$ cat src/rtl/coco3_mem_arbiter_if.sv
// coco3_mem_arbiter_if: request, download, CPU and memory bus bundle.
// Ports: none; slave = arbiter side, master = requesters + memory side.
interface coco3_mem_arbiter_if #(
    parameter int AW = 21
);
    logic          vid_req;
    logic [AW-1:0] vid_addr;
    logic          vid_ack;
    logic [7:0]    vid_rdata;
    logic          dl_wr;
    logic [AW-1:0] dl_addr;
    logic [7:0]    dl_data;
    logic          dl_wait;
    logic          cpu_req;
    logic          cpu_we;
    logic [AW-1:0] cpu_addr;
    logic [7:0]    cpu_wdata;
    logic          cpu_ack;
    logic [7:0]    cpu_rdata;
    logic          mem_req;
    logic          mem_we;
    logic [AW-1:0] mem_addr;
    logic [7:0]    mem_wdata;
    logic [7:0]    mem_rdata;
    logic          mem_ack;
    logic          err_timeout;
    logic          err_dl_ovf;

    modport slave (
        input  vid_req, vid_addr,
        input  dl_wr, dl_addr, dl_data,
        input  cpu_req, cpu_we, cpu_addr, cpu_wdata,
        input  mem_rdata, mem_ack,
        output vid_ack, vid_rdata, dl_wait,
        output cpu_ack, cpu_rdata,
        output mem_req, mem_we, mem_addr, mem_wdata,
        output err_timeout, err_dl_ovf
    );

    modport master (
        output vid_req, vid_addr,
        output dl_wr, dl_addr, dl_data,
        output cpu_req, cpu_we, cpu_addr, cpu_wdata,
        output mem_rdata, mem_ack,
        input  vid_ack, vid_rdata, dl_wait,
        input  cpu_ack, cpu_rdata,
        input  mem_req, mem_we, mem_addr, mem_wdata,
        input  err_timeout, err_dl_ovf
    );
endinterface

$ cat src/rtl/coco3_mem_arbiter.sv
// coco3_mem_arbiter: shares one memory port between video, download, CPU.
// Ports: clk_sys, reset_n (async, active-low), bus (slave modport).
module coco3_mem_arbiter #(
    parameter int AW         = 21,
    parameter int STARVE_MAX = 4,
    parameter int TIMEOUT    = 255
) (
    input  logic               clk_sys,
    input  logic               reset_n,
    coco3_mem_arbiter_if.slave bus
);

    localparam logic [1:0] S_IDLE  = 2'd0;
    localparam logic [1:0] S_ISSUE = 2'd1;
    localparam logic [1:0] S_WAIT  = 2'd2;

    localparam logic [1:0] OWN_VID = 2'd0;
    localparam logic [1:0] OWN_DL  = 2'd1;
    localparam logic [1:0] OWN_CPU = 2'd2;

    localparam int SW = $clog2(STARVE_MAX + 1);
    localparam int TW = $clog2(TIMEOUT + 1);

    logic [1:0]    r_state;
    logic [1:0]    r_own;
    logic          r_we;
    logic [AW-1:0] r_addr;
    logic [7:0]    r_wdata;
    logic          r_dl_full;
    logic [AW-1:0] r_dl_addr;
    logic [7:0]    r_dl_data;
    logic [SW-1:0] r_starve;
    logic [TW-1:0] r_timer;
    logic          r_vid_ack;
    logic          r_cpu_ack;
    logic [7:0]    r_vid_rdata;
    logic [7:0]    r_cpu_rdata;
    logic          r_err_to;
    logic          r_err_ovf;

    logic          w_grant;
    logic [1:0]    w_own;
    logic          w_expire;
    logic          w_end;
    logic          w_busy;

    assign w_grant  = (r_state == S_IDLE) &
                      (bus.vid_req | r_dl_full | bus.cpu_req);
    // Last permitted WAIT cycle: timer started at 0 on entry.
    assign w_expire = (r_timer == TW'(TIMEOUT - 1));
    assign w_end    = (r_state == S_WAIT) & (bus.mem_ack | w_expire);
    assign w_busy   = (r_state == S_ISSUE) | (r_state == S_WAIT);

    // Starved CPU beats everything; otherwise vid > dl > cpu.
    always_comb begin
        w_own = OWN_CPU;
        if (bus.cpu_req && r_starve == SW'(STARVE_MAX))
            w_own = OWN_CPU;
        else if (bus.vid_req)
            w_own = OWN_VID;
        else if (r_dl_full)
            w_own = OWN_DL;
    end

    always_ff @(posedge clk_sys or negedge reset_n) begin
        if (!reset_n) begin
            r_state <= S_IDLE;
            r_own   <= OWN_VID;
            r_we    <= 1'b0;
            r_addr  <= '0;
            r_wdata <= '0;
            r_timer <= '0;
        end else begin
            case (r_state)
                S_IDLE: if (w_grant) begin
                    r_state <= S_ISSUE;
                    r_own   <= w_own;
                    r_timer <= '0;
                    case (w_own)
                        OWN_VID: begin
                            r_we    <= 1'b0;
                            r_addr  <= bus.vid_addr;
                            r_wdata <= '0;
                        end
                        OWN_DL: begin
                            r_we    <= 1'b1;
                            r_addr  <= r_dl_addr;
                            r_wdata <= r_dl_data;
                        end
                        default: begin
                            r_we    <= bus.cpu_we;
                            r_addr  <= bus.cpu_addr;
                            r_wdata <= bus.cpu_wdata;
                        end
                    endcase
                end
                S_ISSUE: r_state <= S_WAIT;
                S_WAIT: begin
                    if (w_end)
                        r_state <= S_IDLE;
                    else
                        r_timer <= r_timer + 1'b1;
                end
                default: r_state <= S_IDLE;
            endcase
        end
    end

    // Completion: ack next cycle; mem_ack absent at w_end means abort.
    always_ff @(posedge clk_sys or negedge reset_n) begin
        if (!reset_n) begin
            r_vid_ack   <= 1'b0;
            r_cpu_ack   <= 1'b0;
            r_vid_rdata <= '0;
            r_cpu_rdata <= '0;
            r_err_to    <= 1'b0;
        end else begin
            r_vid_ack <= w_end & (r_own == OWN_VID);
            r_cpu_ack <= w_end & (r_own == OWN_CPU);
            if (w_end) begin
                if (!bus.mem_ack) begin
                    r_err_to <= 1'b1;
                    if (r_own == OWN_VID) r_vid_rdata <= 8'hFF;
                    if (r_own == OWN_CPU) r_cpu_rdata <= 8'hFF;
                end else if (!r_we) begin
                    if (r_own == OWN_VID) r_vid_rdata <= bus.mem_rdata;
                    if (r_own == OWN_CPU) r_cpu_rdata <= bus.mem_rdata;
                end
            end
        end
    end

    always_ff @(posedge clk_sys or negedge reset_n) begin
        if (!reset_n) begin
            r_dl_full <= 1'b0;
            r_dl_addr <= '0;
            r_dl_data <= '0;
            r_err_ovf <= 1'b0;
        end else begin
            if (w_end && r_own == OWN_DL) begin
                r_dl_full <= 1'b0;
            end else if (bus.dl_wr && !r_dl_full) begin
                r_dl_full <= 1'b1;
                r_dl_addr <= bus.dl_addr;
                r_dl_data <= bus.dl_data;
            end
            if (bus.dl_wr && r_dl_full)
                r_err_ovf <= 1'b1;
        end
    end

    always_ff @(posedge clk_sys or negedge reset_n) begin
        if (!reset_n) begin
            r_starve <= '0;
        end else if (!bus.cpu_req) begin
            r_starve <= '0;
        end else if (w_grant) begin
            if (w_own == OWN_CPU)
                r_starve <= '0;
            else if (r_starve != SW'(STARVE_MAX))
                r_starve <= r_starve + 1'b1;
        end
    end

    assign bus.mem_req     = w_busy;
    assign bus.mem_we      = r_we & w_busy;
    assign bus.mem_addr    = r_addr;
    assign bus.mem_wdata   = r_wdata;
    assign bus.vid_ack     = r_vid_ack;
    assign bus.vid_rdata   = r_vid_rdata;
    assign bus.cpu_ack     = r_cpu_ack;
    assign bus.cpu_rdata   = r_cpu_rdata;
    assign bus.dl_wait     = r_dl_full;
    assign bus.err_timeout = r_err_to;
    assign bus.err_dl_ovf  = r_err_ovf;

endmodule

$ cat src/flat_wrapper.sv
// flat-port wrapper written by rule: the top's interface ports become plain ports
module coco3_mem_arbiter_flat 
#(
    parameter int AW         = 21,
    parameter int STARVE_MAX = 4,
    parameter int TIMEOUT    = 255
)
  (clk_sys, reset_n, bus_vid_req, bus_vid_addr, bus_dl_wr, bus_dl_addr, bus_dl_data, bus_cpu_req, bus_cpu_we, bus_cpu_addr, bus_cpu_wdata, bus_mem_rdata, bus_mem_ack, bus_vid_ack, bus_vid_rdata, bus_dl_wait, bus_cpu_ack, bus_cpu_rdata, bus_mem_req, bus_mem_we, bus_mem_addr, bus_mem_wdata, bus_err_timeout, bus_err_dl_ovf);
  coco3_mem_arbiter_if #(.AW(AW)) bus_i ();
  input  logic clk_sys;
  input  logic reset_n;
  input wire logic [$bits(bus_i.vid_req)-1:0] bus_vid_req;
  input wire logic [$bits(bus_i.vid_addr)-1:0] bus_vid_addr;
  input wire logic [$bits(bus_i.dl_wr)-1:0] bus_dl_wr;
  input wire logic [$bits(bus_i.dl_addr)-1:0] bus_dl_addr;
  input wire logic [$bits(bus_i.dl_data)-1:0] bus_dl_data;
  input wire logic [$bits(bus_i.cpu_req)-1:0] bus_cpu_req;
  input wire logic [$bits(bus_i.cpu_we)-1:0] bus_cpu_we;
  input wire logic [$bits(bus_i.cpu_addr)-1:0] bus_cpu_addr;
  input wire logic [$bits(bus_i.cpu_wdata)-1:0] bus_cpu_wdata;
  input wire logic [$bits(bus_i.mem_rdata)-1:0] bus_mem_rdata;
  input wire logic [$bits(bus_i.mem_ack)-1:0] bus_mem_ack;
  output wire logic [$bits(bus_i.vid_ack)-1:0] bus_vid_ack;
  output wire logic [$bits(bus_i.vid_rdata)-1:0] bus_vid_rdata;
  output wire logic [$bits(bus_i.dl_wait)-1:0] bus_dl_wait;
  output wire logic [$bits(bus_i.cpu_ack)-1:0] bus_cpu_ack;
  output wire logic [$bits(bus_i.cpu_rdata)-1:0] bus_cpu_rdata;
  output wire logic [$bits(bus_i.mem_req)-1:0] bus_mem_req;
  output wire logic [$bits(bus_i.mem_we)-1:0] bus_mem_we;
  output wire logic [$bits(bus_i.mem_addr)-1:0] bus_mem_addr;
  output wire logic [$bits(bus_i.mem_wdata)-1:0] bus_mem_wdata;
  output wire logic [$bits(bus_i.err_timeout)-1:0] bus_err_timeout;
  output wire logic [$bits(bus_i.err_dl_ovf)-1:0] bus_err_dl_ovf;
  assign bus_i.vid_req = bus_vid_req;
  assign bus_i.vid_addr = bus_vid_addr;
  assign bus_i.dl_wr = bus_dl_wr;
  assign bus_i.dl_addr = bus_dl_addr;
  assign bus_i.dl_data = bus_dl_data;
  assign bus_i.cpu_req = bus_cpu_req;
  assign bus_i.cpu_we = bus_cpu_we;
  assign bus_i.cpu_addr = bus_cpu_addr;
  assign bus_i.cpu_wdata = bus_cpu_wdata;
  assign bus_i.mem_rdata = bus_mem_rdata;
  assign bus_i.mem_ack = bus_mem_ack;
  assign bus_vid_ack = bus_i.vid_ack;
  assign bus_vid_rdata = bus_i.vid_rdata;
  assign bus_dl_wait = bus_i.dl_wait;
  assign bus_cpu_ack = bus_i.cpu_ack;
  assign bus_cpu_rdata = bus_i.cpu_rdata;
  assign bus_mem_req = bus_i.mem_req;
  assign bus_mem_we = bus_i.mem_we;
  assign bus_mem_addr = bus_i.mem_addr;
  assign bus_mem_wdata = bus_i.mem_wdata;
  assign bus_err_timeout = bus_i.err_timeout;
  assign bus_err_dl_ovf = bus_i.err_dl_ovf;
  coco3_mem_arbiter #(.AW(AW), .STARVE_MAX(STARVE_MAX), .TIMEOUT(TIMEOUT)) u_core (.clk_sys(clk_sys), .reset_n(reset_n), .bus(bus_i));
endmodule
$ cat config.mk
export PLATFORM = sky130hd
export DESIGN_NAME = coco3_mem_arbiter_flat
export DESIGN_NICKNAME = d
export VERILOG_FILES = /design/src/rtl/coco3_mem_arbiter_if.sv /design/src/rtl/coco3_mem_arbiter.sv /design/src/flat_wrapper.sv
export SDC_FILE = /design/constraint.sdc
export NUM_CORES = 1
export LEC_CHECK = 0
export ABC_AREA = 1
export CAP_MARGIN = 20
export CORE_UTILIZATION = 48
export CTS_BUF_LIST = sky130_fd_sc_hd__clkbuf_8
export DETAILED_ROUTE_END_ITERATION = 7
export GPL_TIMING_DRIVEN = 0
export HOLD_SLACK_MARGIN = 0.12
export PLACE_DENSITY = 0.86
export SYNTH_ARGS = -nofsm -noshare
export SYNTH_HDL_FRONTEND = slang
export SYNTH_SLANG_ARGS = --single-unit
$ cat constraint.sdc
create_clock -name clk_sys -period 1.9 [get_ports clk_sys]
set_input_delay 0.19 -clock clk_sys [delete_from_list [all_inputs] [get_ports clk_sys]]
set_output_delay 0.19 -clock clk_sys [all_outputs]
set_load 0.05 [all_outputs]
Word-level counts from Yosys, hierarchy flattened:

Cells that the tools add are included.

* flip-flop bits (word level): 95
* logic and storage cells: 92
* output and inout port bits: 52
* bits of input ports: 94

* equality and inequality tests: 15
* add/sub/neg operators: 2
* muxes and demuxes: 26
* bitwise operators: 11
* reductions and logical operators: 22

Operators with widths (number)
* 8-bit 2-to-1 mux: 10
* 21-bit one-hot mux with 2 select lines: 1
* 8-bit one-hot mux with 2 select lines: 2
* 3-bit 2-to-1 mux: 4
* 2-bit nonzero test: 6
* 2-bit 2-to-1 mux: 5
* 2-bit AND reduction: 5
* 8-bit by 1-bit adder with 8-bit output (second input constant): 1
* 8-bit == test (second input constant): 1
* 4-bit AND reduction: 2
* 2-bit by 1-bit == test with 1-bit output (second input constant): 3
* 2-bit == test (second input constant): 3
* 2-bit logical NOT: 3
* 2-bit by 1-bit inequality test with 1-bit output (second input constant): 3
* 2-bit one-hot mux with 3 select lines: 1
* 1-bit AND: 5
* 1-bit logical AND: 4
* 2-bit inequality test (second input constant): 2
* 1-bit bitwise OR: 4
* 3-bit by 1-bit adder with 3-bit output (second input constant): 1
* 3-bit == test (second input constant): 1
* 3-bit by 1-bit inequality test with 1-bit output (second input constant): 1
* 3-bit inequality test (second input constant): 1
* 3-bit AND reduction: 1
* other kinds (4): 6

Logic depth before layout (Yosys ltp):

Gate-level depths: netlist (run 1).

* word-level depth: 7
* gate-level depth with buffers: 12
* mapped depth without buffers: 10

Worst setup path before layout (run 1):

OpenSTA, ideal clock, no wires.

* kind: reg2out
* start: reg u_core.r_state[0]
* end: out bus_mem_we
* buffers on the path: 0
* path slack: 0.316 ns
* data required time: 1.710 ns
* cell stages (with the launch flop): 5
* arrival time: 1.394 ns
* cells stage by stage: dfrtp_1 -> inv_1 -> ha_1 -> nand2_1 -> inv_1

* cells in the longest elaborated chain, start to end: 3
* elaborated cells on any way between the ends: 4
* classes of those cells: eq/ne: 2; bitwise: 2

Ends and longest elaborated chain
* start, declared: line coco3_mem_arbiter.sv:24 `logic [1:0] r_state;`
* start signal, assigned: line coco3_mem_arbiter.sv:67 `r_state <= S_IDLE;`
* start signal, assigned: line coco3_mem_arbiter.sv:76 `r_state <= S_ISSUE;`
* start signal, assigned: line coco3_mem_arbiter.sv:97 `S_ISSUE: r_state <= S_WAIT;`
* 2-bit by 1-bit == test with 1-bit output or 2-bit == test (tied branches): line coco3_mem_arbiter.sv:52 `assign w_busy = (r_state == S_ISSUE) | (r_state == S_WAIT);`
* 1-bit bitwise OR (*): line coco3_mem_arbiter.sv:52
* net bus_mem_req: line flat_wrapper.sv:28 `output wire logic [$bits(bus_i.mem_req)-1:0] bus_mem_req;`
* 1-bit AND (*): line coco3_mem_arbiter.sv:166 `assign bus.mem_we = r_we & w_busy;`
* end, declared: line flat_wrapper.sv:29 `output wire logic [$bits(bus_i.mem_we)-1:0] bus_mem_we;`

Mark *: on every way through the listed nets, which the timed path passes. The rest lies on a longest branch.

Worst setup path in the final report (run 1):

* start: reg u_core.r_addr[20] (netlist: u_core.bus.mem_addr[20])
* end: out bus_mem_addr[20]

RTL lines
* start, declared: line coco3_mem_arbiter.sv:27 `logic [AW-1:0] r_addr;`
* start signal, assigned: line coco3_mem_arbiter.sv:82 `r_addr <= bus.vid_addr;`
* start signal, assigned: line coco3_mem_arbiter.sv:87 `r_addr <= r_dl_addr;`
* start signal, assigned: line coco3_mem_arbiter.sv:92 `r_addr <= bus.cpu_addr;`
* end, declared: line flat_wrapper.sv:30 `output wire logic [$bits(bus_i.mem_addr)-1:0] bus_mem_addr;`

No word-level cell between the ends.

==> flow_summary.ini, run 1 <==
[run_status]
status = complete, no violations

[floorplanning]
fp-row-count = 35
start_util_pct = 49.7
die_height_um = 99.9
ios = 146
dieArea_mm2 = 0.00997
die_w_um = 99.9
coreArea_mm2 = 0.00924

[yosys]
synth_top_area_share_pct = 51.7
yosysUniqueCellTypes = 26
ys_warn_count = 0
avgSynthCellArea_um2 = 8.02
ys_seq_elements = 95
synthTopCellsByArea = dfrtp_1 52%, nand2_1 20%, nand3_1 9.7%, nand4_1 2.7%, ha_1 2.2%
yosysTopAreaCell = dfrtp_1
synth_area_mm2 = 0.00460
ys_seq_area_share_pct = 51.7
synthesis.nets = 675
synthCells = 573

[sta]
setup_viol = 0
finalMaxSlewViolations = 0
clock_skew_ns = 0.0133
timing.hold.ws_ns = 0.388
min_period_ns = 1.77
tns_ns = 0
timing.final.crit_share_pct = 93.2
slew_headroom_pct = 57.0
tightestPinTransition_ns = 0.645
max_freq_mhz = 565
hold_viol = 0

[routing]
drtPass1Iterations = 4
routed_wl_um = 12000
drtIter0Drc = 292
drc = 0
num_vias = 4428
ant_nets = 0
wl_per_cell_um = 13.9
via_per_inst = 5.12

[run]
maxCapViolations = 0

[global_routing]
grt_antenna_before_repair = 0
overflow = 0
grt_pass1_wl_um = 20300
grt_pass1_vias = 4375
groute.usage.overall_pct = 25.8
grt_start_max_net_pins = 50

[setup_path]
cp_slowest_cell = clkdlybuf4s50_1
critPathKind = flip-flop to output port
slowest_delay_ns = 0.82
start_kind = flip-flop
endpoint_kind = output port
worstPathCellList = clkdlybuf4s50_1
rr_worst_depth = 10
critical_path_required_ns = 1.71
r2r_slack_ns = 0.14
r2r-start = u_core.r_timer[0]
worstPathMaxFanout = 2
cp.arrival_ns = 1.58
critPathTopFamily = buffers and inverters
path_buf_inv = 1
reg2reg_to = u_core.r_dl_addr[16]

[cts]
cts_tree = built
clockBufferDepth = 2
clk_pin_slew_ns = 0.09
htreeDepth = 3
cts_inserted_buffers = 9
post_cts_buffers = 0
clk_latency_ns = 0.36
cts_root_buffer = clkbuf_8
cts.sinks = 95

[placed_design]
gp_congestion = 0.908
port_buffers = 145
hpwl_um = 8950
dp.cells = 848
postPlaceCellArea_mm2 = 0.00623

[layout]
instances_no_fill = 865
seq_area_mm2 = 0.00238
final_area_mm2 = 0.00646
n_antenna_cell = 0
multi_input_area_mm2 = 0.00200
layout_commonest_cell = nand2_1
drive_above_1_share_pct = 8.56
fill_cells = 736
nets = 833
areaGrowthSynthToFinish_pct = 40.5
final_cell_mix = 246 x nand2_1, 141 x clkdlybuf4s50_1, 95 x dfrtp_1

[hold_path]
worstHoldPathCells = 3
min_to = u_core.bus.mem_wdata[0]
hold_path_class = input port to flip-flop
min-delay-start = bus_cpu_wdata[0]

[power]
clock_power_share_pct = 14.8
total_power_mw = 9.32
leakagePower_nw = 3.14
max-vdd-ir-drop_v = 0.00107
power_switching_share_pct = 46.2
powerDensity_mw_per_mm2 = 1440
p_int_mw = 5.01
comb_power_share_pct = 50.2
p_sw_mw = 4.31
seqPwrFrac_pct = 34.9
## synth_stat cells
library cell,count
nand2_1,246
dfrtp_1,95
nand3_1,89
inv_1,25
nand4_1,20
clkbuf_1,16
nand2_2,12
o21ai_0,12
or2_2,9
ha_1,8
buf_2,7
nor2_1,7
o21bai_1,7
a21oi_1,4
nor3_1,3
nand2_4,2
nor2_2,2
a21oi_4,1
buf_1,1
buf_4,1
buf_6,1
buf_8,1
nand3_4,1
nor2_4,1
o21ai_1,1
xnor2_1,1
## flip-flops by register name, summed over array words and instances (netlist names), 2 cells and up
signal	count
u_core.bus.vid_rdata	8
u_core.r_dl_data	8
u_core.r_starve	3
u_core.r_timer	8
u_core.bus.mem_wdata	8
u_core.r_state	2
u_core.bus.cpu_rdata	8
u_core.bus.mem_addr	21
u_core.r_own	2
u_core.r_dl_addr	21
## cells by family after synthesis
logic type      count (synthesis)  synth area share, %
fa+ha+maj                       8                 2.18
compound gates                 25                 3.35
buf+inv                        52                 4.93
xor+xnor                        1                0.191
simple gates                  392                 37.6
flops                          95                 51.7
## routing by layer
layer	global-route usage [%]	vias to the layer above	wire length, µm	share of wire (%)
met5	0	-	0	0
met4	10.1	0	302	2.5
met3	5.22	25	775	6.5
met2	42.1	164	5650	47
met1	34.0	2071	5280	44
li1	-	2168	-	-
## how the worst max path moves through the flow
stage                                 start                 endpoint  slack [ns]  cells past startpoint
global placement                    reset_n      u_core.r_dl_addr[2]       -2.73                      1
CTS                       u_core.r_state[1]  u_core.bus.mem_wdata[2]       0.005                      6
global route             u_core.r_starve[0]   u_core.bus.mem_addr[4]       -0.01                      9
floorplan                 u_core.r_state[0]               bus_mem_we        0.32                      4
detailed placement              bus_vid_req  u_core.bus.mem_wdata[7]       -0.14                      7
finish              u_core.bus.mem_addr[20]         bus_mem_addr[20]        0.13                      1
## what timing repair did
action,4_1_cts,5_1_grt
setup endpoints to repair,2,33
endpoints found under the hold margin,48,0
pin swaps,0,0
hold buffers,1,0
resized for setup,5,15
## power by group through the flow
stage | sequential [mW] | clock [mW] | combinational [mW]
2_1_floorplan | 4.56 | 0 | 1.75
3_3_place_gp | 3.26 | 0 | 4.57
3_5_place_dp | 3.28 | 0 | 4.70
4_1_cts | 3.25 | 1.40 | 4.70
5_1_grt | 3.35 | 1.51 | 5.09
6_report | 3.26 | 1.38 | 4.68
## area by class of cell
cell class              instances  share of cell area (%)
multi-input cells             426                    31.0
clock inverters                 5                   0.872
well taps                     129                    2.50
clock buffers                  11                    2.34
repair buffers                147                    22.9
plain buffers                  27                    2.17
flip-flops and latches         95                    36.8
inverters                      25                    1.45
## metrics by stage
stage,setup WS (ns),util [%]
floorplan,0.316,-
global placement,-2.73,67.2
detailed placement,-0.143,67.5
CTS,0.00456,69.8
global route,-0.0116,69.9
finish,0.129,69.9
(Power assumes the default switching activity.)
==> run 2: changes to the inputs <==
--- a/config.mk
+++ b/config.mk
@@ -12,6 +12,7 @@
 export DETAILED_ROUTE_END_ITERATION = 7
 export GPL_TIMING_DRIVEN = 0
 export HOLD_SLACK_MARGIN = 0.12
+export MAX_ROUTING_LAYER = met4
 export PLACE_DENSITY = 0.86
 export SYNTH_ARGS = -nofsm -noshare
 export SYNTH_HDL_FRONTEND = slang
==> flow_summary.ini, run 2 (synthesis gave the netlist of run 1 again) <==
[layout]
nets = 833
areaGrowthSynthToFinish_pct = 40.3
final_cell_mix = 246 x nand2_1, 141 x clkdlybuf4s50_1, 95 x dfrtp_1
layout_commonest_cell = nand2_1
seq_area_mm2 = 0.00238
multi_input_area_mm2 = 0.00200
instances_no_fill = 865
fill_cells = 724
final_util_pct = 69.8
drive_above_1_share_pct = 8.56
n_antenna_cell = 0

[global_routing]
groute.usage.overall_pct = 26.4
overflow = 0
grt_start_max_net_pins = 58
grt_pass1_vias = 4306
grt_antenna_before_repair = 0
grt_pass1_wl_um = 20100

[routing]
via_per_inst = 5.12
drtPass1Iterations = 5
ant_nets = 0
num_vias = 4426
routed_wl_um = 12100
wl_per_cell_um = 14.0
drc = 0
drtIter0Drc = 203

[power]
powerDensity_mw_per_mm2 = 1440
clock_power_share_pct = 14.6
p_sw_mw = 4.35
seqPwrFrac_pct = 35.1
comb_power_share_pct = 50.3
p_int_mw = 4.94
power_switching_share_pct = 46.8
max-vdd-ir-drop_v = 0.00108
total_power_mw = 9.29
leakagePower_nw = 3.13

[floorplanning]
die_height_um = 99.9
ios = 146
dieArea_mm2 = 0.00997
start_util_pct = 49.7
coreArea_mm2 = 0.00924
fp-row-count = 35
die_w_um = 99.9

[cts]
post_cts_buffers = 0
clockBufferDepth = 2
htreeDepth = 3
cts_root_buffer = clkbuf_8
clk_pin_slew_ns = 0.09
clk_latency_ns = 0.37
cts_inserted_buffers = 9
cts.sinks = 95
cts_tree = built

[setup_path]
cp_slowest_cell = dfrtp_1
cp.arrival_ns = 2.08
critical_path_required_ns = 2.20
critPathKind = flip-flop to flip-flop
worstPathMaxFanout = 10
reg2reg_to = u_core.bus.mem_wdata[2]
slowest_delay_ns = 0.39
start_kind = flip-flop
rr_worst_depth = 8
critPathTopFamily = simple AND/OR/NAND/NOR gates
path_buf_inv = 2
worstPathCellList = inv_1 -> ha_1 -> nand3_1 -> o21ai_1 -> inv_1 -> nor2_4 -> nand2_1 -> nand3_1
r2r-start = u_core.r_starve[0]
r2r_slack_ns = 0.12
endpoint_kind = flip-flop

[placed_design]
dp_slack_ns = -0.133
hpwl_um = 9030
dp.cells = 848
gp_congestion = 0.888
port_buffers = 145

[sta]
timing.hold.ws_ns = 0.343
timing.final.crit_share_pct = 93.8
clock_skew_ns = 0.0117
tightestPinTransition_ns = 0.563
max_freq_mhz = 561
setup_viol = 0
hold_viol = 0
finalMaxSlewViolations = 0
slew_headroom_pct = 62.3
worst_slack_ns = 0.117
min_period_ns = 1.78

[hold_path]
hold_path_class = input port to asynchronous set/reset pin

[run_status]
status = complete, no violations

[run]
maxCapViolations = 0
==> run 2: per-layer routing <==
| layer | GRT usage [%] | part of all wire [%] |
|---|---|---|
| met1 | 33.7 | 44 |
| met2 | 43.1 | 48 |
| met3 | 4.67 | 6.1 |
| met4 | 8.14 | 1.5 |
| met5 | - | 0 |
==> run 2: repair_timing <==
| item | 4_1_cts | 5_1_grt |
|---|---|---|
| endpoints found under the hold margin | 38 | 0 |
| hold buffers | 1 | 0 |
| endpoints found under the setup margin | 2 | 34 |
| resized for setup | 5 | 16 |
==> run 2: area by class of cell <==
| type | count | area share, % |
|---|---|---|
| buffer | 27 | 2.17 |
| timing repair buffer | 147 | 22.9 |
| multi-input combinational | 426 | 31.0 |
| clock buffer | 9 | 1.92 |
| clock inverter | 7 | 1.13 |
| sequential | 95 | 36.9 |
| inverter | 25 | 1.46 |
| tap | 129 | 2.50 |
==> run 2: worst max-delay path by stage <==
stage                                  start                       to  slack (ns)  depth (start not counted)
final                     u_core.r_starve[0]  u_core.bus.mem_wdata[2]        0.12                          8
after global routing      u_core.r_starve[0]   u_core.bus.mem_addr[8]       -0.01                          9
after global placement               reset_n      u_core.r_dl_addr[2]       -2.76                          1
after CTS                  u_core.r_state[0]              bus_mem_req       0.006                          3
after detailed placement         bus_vid_req  u_core.bus.mem_wdata[3]       -0.13                          7
after floorplan            u_core.r_state[0]               bus_mem_we        0.32                          4
==> run 2: power by group through the flow <==
| stage | combinational (mW) | sequential [mW] | clock [mW] |
|---|---|---|---|
| final | 4.68 | 3.26 | 1.35 |
| after global routing | 5.08 | 3.36 | 1.45 |
| after CTS | 4.70 | 3.26 | 1.36 |
| after detailed placement | 4.70 | 3.29 | 0 |
| after global placement | 4.57 | 3.26 | 0 |
| after floorplan | 1.75 | 4.56 | 0 |
==> run 2: worst register-to-register path, delay by kind of cell (launching register included) <==
family	cells	cell delay, ns
adders and majority gates	1	0.16
buffers and inverters	2	0.26
and+or+nand+nor	4	0.63
DFF	1	0.39
AOI/OAI and AO/OA	1	0.28
==> run 2: stage by stage <==
stage          TNS (ns)  instance area (µm²)
4_1_cts               0                 6440
6_report              0                 6450
2_1_floorplan         0                 4600
3_3_place_gp    -262.83                 6210
5_1_grt         -0.0242                 6450
3_5_place_dp      -1.74                 6230
==> run 3: changes to the inputs <==
--- a/config.mk
+++ b/config.mk
@@ -7,13 +7,13 @@
 export LEC_CHECK = 0
 export ABC_AREA = 1
 export CAP_MARGIN = 20
-export CORE_UTILIZATION = 48
+export CORE_UTILIZATION = 45
 export CTS_BUF_LIST = sky130_fd_sc_hd__clkbuf_8
 export DETAILED_ROUTE_END_ITERATION = 7
 export GPL_TIMING_DRIVEN = 0
 export HOLD_SLACK_MARGIN = 0.12
 export MAX_ROUTING_LAYER = met4
-export PLACE_DENSITY = 0.86
+export PLACE_DENSITY = 0.82
 export SYNTH_ARGS = -nofsm -noshare
 export SYNTH_HDL_FRONTEND = slang
 export SYNTH_SLANG_ARGS = --single-unit
==> flow_summary.ini, run 3 (synthesis gave the netlist of run 1 again) <==
[cts]
htreeDepth = 3
post_cts_buffers = 0
cts_inserted_buffers = 9
cts.sinks = 95
cts_root_buffer = clkbuf_8
clk_pin_slew_ns = 0.09
clockBufferDepth = 2
clk_latency_ns = 0.37
cts_tree = built

[setup_path]
slowest_delay_ns = 0.84
cp.arrival_ns = 1.59
worstPathCellList = clkdlybuf4s50_1
path_buf_inv = 1
cp_slowest_cell = clkdlybuf4s50_1
r2r_slack_ns = 0.15
critPathKind = flip-flop to output port
endpoint_kind = output port
start_kind = flip-flop
critical_path_required_ns = 1.71
critPathTopFamily = buffers and inverters
worstPathMaxFanout = 2

[floorplanning]
ios = 146
die_w_um = 103
die_height_um = 103
coreArea_mm2 = 0.00982
fp-row-count = 36
dieArea_mm2 = 0.0106
start_util_pct = 46.8

[layout]
areaGrowthSynthToFinish_pct = 40.9
nets = 833
n_antenna_cell = 0
final_util_pct = 66.0
final_area_mm2 = 0.00648
final_cell_mix = 246 x nand2_1, 141 x clkdlybuf4s50_1, 95 x dfrtp_1
drive_above_1_share_pct = 8.56
layout_commonest_cell = nand2_1

[power]
p_sw_mw = 4.32
power_switching_share_pct = 46.0
leakagePower_nw = 3.15
clock_power_share_pct = 15.3
powerDensity_mw_per_mm2 = 1450
p_int_mw = 5.08
max-vdd-ir-drop_v = 0.000790
comb_power_share_pct = 50.1
seqPwrFrac_pct = 34.6
total_power_mw = 9.40

[routing]
drtPass1Iterations = 4
routed_wl_um = 12300
drc = 0
num_vias = 4405
wl_per_cell_um = 14.1
ant_nets = 0
drtIter0Drc = 233
via_per_inst = 5.07

[sta]
setup_viol = 0
timing.hold.ws_ns = 0.293
timing.final.crit_share_pct = 93.5
hold_viol = 0
slew_headroom_pct = 63.5
worst_slack_ns = 0.124
min_period_ns = 1.78
clock_skew_ns = 0.0103
rsz0062_at_grt = false
finalMaxSlewViolations = 0
tightestPinTransition_ns = 0.546
max_freq_mhz = 563

[placed_design]
gp_congestion = 0.836
dp_slack_ns = -0.105
port_buffers = 145
hpwl_um = 9180
postPlaceCellArea_mm2 = 0.00624

[hold_path]
hold_path_class = input port to asynchronous set/reset pin

[global_routing]
grt_pass1_vias = 4427
groute.usage.overall_pct = 25.0
grt_pass1_wl_um = 19800
grt_start_max_net_pins = 67
overflow = 0
grt_antenna_before_repair = 0

[run_status]
status = complete, no violations

[run]
maxCapViolations = 0
==> run 3: cell count changes in the layout (fill, tap and decap cells not counted) <==
cell | previous run | this run
o21ai_1 | 1 | 0
inv_1 | 25 | 27
clkinvlp_4 | 2 | 1
buf_1 | 2 | 1
clkbuf_1 | 11 | 12
o21ai_2 | 0 | 1
bufinv_16 | 1 | 2
nand3_1 | 89 | 88
clkinv_2 | 2 | 1
nand3_2 | 0 | 1
clkinv_4 | 1 | 0
==> run 3: stage by stage <==
stage	cells	setup TNS, ns
floorplan	573	0
global placement	851	-264.65
detailed placement	852	-1.68
CTS	869	0
global route	869	0
finish	869	0
==> run 3: routing by layer <==
metal	wire, µm	GRT usage [%]
met5	0	-
met4	146	8.23
met3	939	5.15
met2	5980	41.2
met1	5180	30.8
==> run 3: worst paths after layout <==
| kind | startpoint | to | depth (start not counted) |
|---|---|---|---|
| hold reg to reg | u_core.r_dl_addr[5] | u_core.r_dl_addr[5] | 2 |
| setup / recovery | u_core.bus.mem_addr[10] | bus_mem_addr[10] | 1 |
| hold / removal | reset_n | u_core.bus.mem_wdata[0] | 2 |
| min in group clk_sys | bus_dl_addr[1] | u_core.r_dl_addr[1] | 3 |
| setup reg to reg | u_core.r_timer[0] | u_core.r_dl_data[4] | 12 |
| max in group asynchronous | reset_n | u_core.r_timer[7] | 3 |
==> run 3: area by class of cell <==
class	instances	area (µm²)
fill	872	3340
sequential	95	2380
multi-input combinational	426	2010
timing repair buffer	147	1480
tap	133	166
buffer	27	140
clock buffer	9	124
inverter	25	93.8
clock inverter	7	88.8
==> run 3: repair_timing <==
item	4_1_cts	5_1_grt
hold buffers	1	0
endpoints found under the setup margin	2	35
gates resized for setup	5	17
endpoints found under the hold margin	29	0
==> run 3: worst reg2reg max path, cell delays in order (launching register included) <==
cell and delay, ns:
dfrtp_1 0.43, inv_1 0.08, ha_1 0.15, inv_1 0.04, nor2_1 0.17, nand2_4 0.11
nand2_4 0.10, nand3_4 0.10, nand2_2 0.10, buf_6 0.15, buf_8 0.16, nand2_2 0.06
nand2_1 0.06
==> run 3: power groups by stage <==
stage          logic, mW  registers [mW]  clock network (mW)
6_report            4.71            3.25                1.44
5_1_grt             5.10            3.34                1.55
4_1_cts             4.72            3.25                1.48
3_5_place_dp        4.72            3.27                   0
3_3_place_gp        4.58            3.25                   0
2_1_floorplan       1.75            4.56                   0
==> patch: new RTL, flow settings as in run 2 <==
`STARVE_MAX` is set to 4 in 2 places; all go to 8.
--- a/src/rtl/coco3_mem_arbiter.sv
+++ b/src/rtl/coco3_mem_arbiter.sv
@@ -2,7 +2,7 @@
 // Ports: clk_sys, reset_n (async, active-low), bus (slave modport).
 module coco3_mem_arbiter #(
     parameter int AW         = 21,
-    parameter int STARVE_MAX = 4,
+    parameter int STARVE_MAX = 8,
     parameter int TIMEOUT    = 255
 ) (
     input  logic               clk_sys,
--- a/src/flat_wrapper.sv
+++ b/src/flat_wrapper.sv
@@ -2,7 +2,7 @@
 module coco3_mem_arbiter_flat 
 #(
     parameter int AW         = 21,
-    parameter int STARVE_MAX = 4,
+    parameter int STARVE_MAX = 8,
     parameter int TIMEOUT    = 255
 )
   (clk_sys, reset_n, bus_vid_req, bus_vid_addr, bus_dl_wr, bus_dl_addr, bus_dl_data, bus_cpu_req, bus_cpu_we, bus_cpu_addr, bus_cpu_wdata, bus_mem_rdata, bus_mem_ack, bus_vid_ack, bus_vid_rdata, bus_dl_wait, bus_cpu_ack, bus_cpu_rdata, bus_mem_req, bus_mem_we, bus_mem_addr, bus_mem_wdata, bus_err_timeout, bus_err_dl_ovf);
Behaviour: no difference found for any inputs over 4 cycles, from zero or initial values and one cycle with reset_n low; that may be too few to reach the edited logic, so the function may still have changed.
==> patch against run 2 <==
Power rose by 9.5%. Register-to-register slack improved by 20 ps. Final area rose by 3.0%. Non-clock buffer count rose by 2. Maximum frequency fell by 3.9%. Routed wire length rose by 5.4%. Setup slack got worse by 72 ps. Sequential cell count rose by 1. Via count rose by 1.4%. Worst hold slack improved by 8.6 ps. Critical path depth fell by 5. Clock skew rose by 2.3 ps. Synthesized area rose by 3.4%. Critical endpoint is now bus_mem_req. Highest routed layer unchanged.
==> patch: results (changes against run 2) <==
stage,metric,value,unit,change
worst_setup_path,cpMaxStageDelayCell,clkdlybuf4s15_1,,
synth,synth_fp_nets,704,,+4.3%
synth,ys_seq_area_share,50.53,%,-1.2 points
synth,synthTopCellsByCount,"197 x nand2_1, 96 x dfrtp_1, 69 x nor2_1",,
clocking,cts_max_level,3,,unchanged
placed_design,dp_hpwl,9683,µm,+7.2%
timing,slew_headroom,56.39,%,-5.9 points
clocking,root_buffer,clkbuf_8,,
clocking,cts_buffers,9,,unchanged
placed_design,finalWeightedCongestion,0.9199,,+3.6%
detailed_routing,via_count,4490,,+1.4%
power,worst_ir_drop_vdd,0.8289,mV,-23%
worst_setup_path,reg2reg_depth,9,,+1
final_layout,nNetsFinal,864,,+3.7%
status,outcome,"complete, no violations",,
placed_design,dpl_cell_area,6392,µm²,+2.5%
synth,synth.distinct_cells,28,,+7.7%
synth,synthTopCellsByArea,"dfrtp_1 51%, nand2_1 16%, nand3_1 5.8%, nor2_1 5.4%, inv_1 3.4%",,
synth,ys_warn_count,0,,unchanged
grt,grt_pass1_wl,20580,µm,+2.4%
worst_setup_path,crit_arrival,1660,ps,-420 ps
detailed_routing,drtIter0Drc,219,,+7.9%
synth,yosys.area.top_type,dfrtp_1,,
clocking,clockBufferDepth,2,,unchanged
grt,antenna_found_initial,0,,unchanged
detailed_routing,firstDrtPassIters,4,,-1
grt,grt_max_degree,58,,unchanged
clocking,clock_latency,360,ps,
run,cap_violations,0,,unchanged
timing,skew,14.02,ps,+2.339 ps
detailed_routing,wl_per_cell,14.21,µm,+1.7%
grt,grt_util_all_layers,26.59,%,+0.19 points
final_layout,num_antenna_cells,0,,unchanged
min_path,hold_class,in -> async,,
clocking,clkTransAtPathRegs,90,ps,about the same
grt,grt_pass1_vias,4315,,+0.21%
placed_design,io_buffers,145,,unchanged
worst_setup_path,critical_path.max_fanout,3,,-7
final_layout,layout-drive-gt1-share,8.605,%,+0.045 points
power,p_leak,0.003147,µW,+0.53%
synth,synth-main-ff-cell,dfrtp_1,,
synth,synthArstFlopShare,100.0,%,unchanged
worst_setup_path,cpPeakStageDelay,490,ps,+100 ps
==> patch: cell types whose count changed after synthesis, sizes merged, moves of 6 or more <==
cell / delta
buf: +6
clkbuf: -6
inv: +19
nand2: -58
nand3: -34
nand3b: +21
nor2: +61
o21ai: +19
==> patch: kinds of logic after synthesis <==
kind of cell    Yosys count  synth area share (%)
compound gates           42                 4.947
buf+inv                  71                 6.315
fa+ha+maj                 8                 2.105
simple gates            383                 35.74
flops                    96                 50.53
xor+xnor                  2                0.3685
==> patch: path summary, 6_finish.rpt <==
kind,endpoint,from,slack [ps]
worst max-delay path,bus_mem_req,u_core.r_state[1],50
min in group clk_sys,u_core.r_dl_data[1],bus_dl_data[1],380
worst max register to register,u_core.bus.mem_addr[5],u_core.r_starve[0],140
worst min-delay path,u_core.r_timer[2],reset_n,350
max in group asynchronous,u_core.r_dl_addr[3],reset_n,890
worst min register to register,u_core.r_dl_addr[15],u_core.r_dl_addr[15],480
==> patch: stage by stage <==
stage | setup TNS (ps) | std cells | setup WS, ps | power [µW] | util, %
6_report | 0 | 896 | 45.07 | 10180 | 70.52
5_1_grt | -59.63 | 896 | -30.28 | 10810 | 70.52
2_1_floorplan | 0 | 602 | 244.3 | 6906 | -
4_1_cts | 0 | 896 | 4.581 | 10150 | 70.25
3_3_place_gp | -268090 | 876 | -2790 | 8640 | 67.63
3_5_place_dp | -2484 | 877 | -124.8 | 8827 | 67.89
==> patch: cell type report <==
type	count	area [µm²]
clock buffers	9	123.9
repair buffers	149	1505
inverters	44	165.2
multi-input cells	435	2064
fillers	731	2775
flip-flops and latches	96	2402
plain buffers	27	147.6
clock inverters	7	70.07
well taps	129	161.4
==> patch: critical path: cells and delay by family (launching register included) <==
kind	cells	cell delay, ps
buf+inv	2	590
flops	1	390
fa+ha+maj	1	340
==> patch: what timing repair did <==
action	CTS	global route
endpoints found under the setup margin	16	44
endpoints found under the hold margin	39	0
resized for setup	5	21
buffers inserted	2	0
pin swaps	2	0
hold buffers	1	0
==> patch: power by group <==
group,switching [µW],internal (µW),total (µW)
sequential,488,2870,3360
clock,717,612,1330
combinational,3680,1810,5490
==> patch: per-layer routing <==
layer | GRT usage, % | up-vias | wire, µm
met5 | - | - | 0
met4 | 9.030 | 0 | 208
met3 | 2.899 | 17 | 653
met2 | 43.30 | 168 | 6213
met1 | 34.64 | 2062 | 5654
li1 | - | 2243 | -
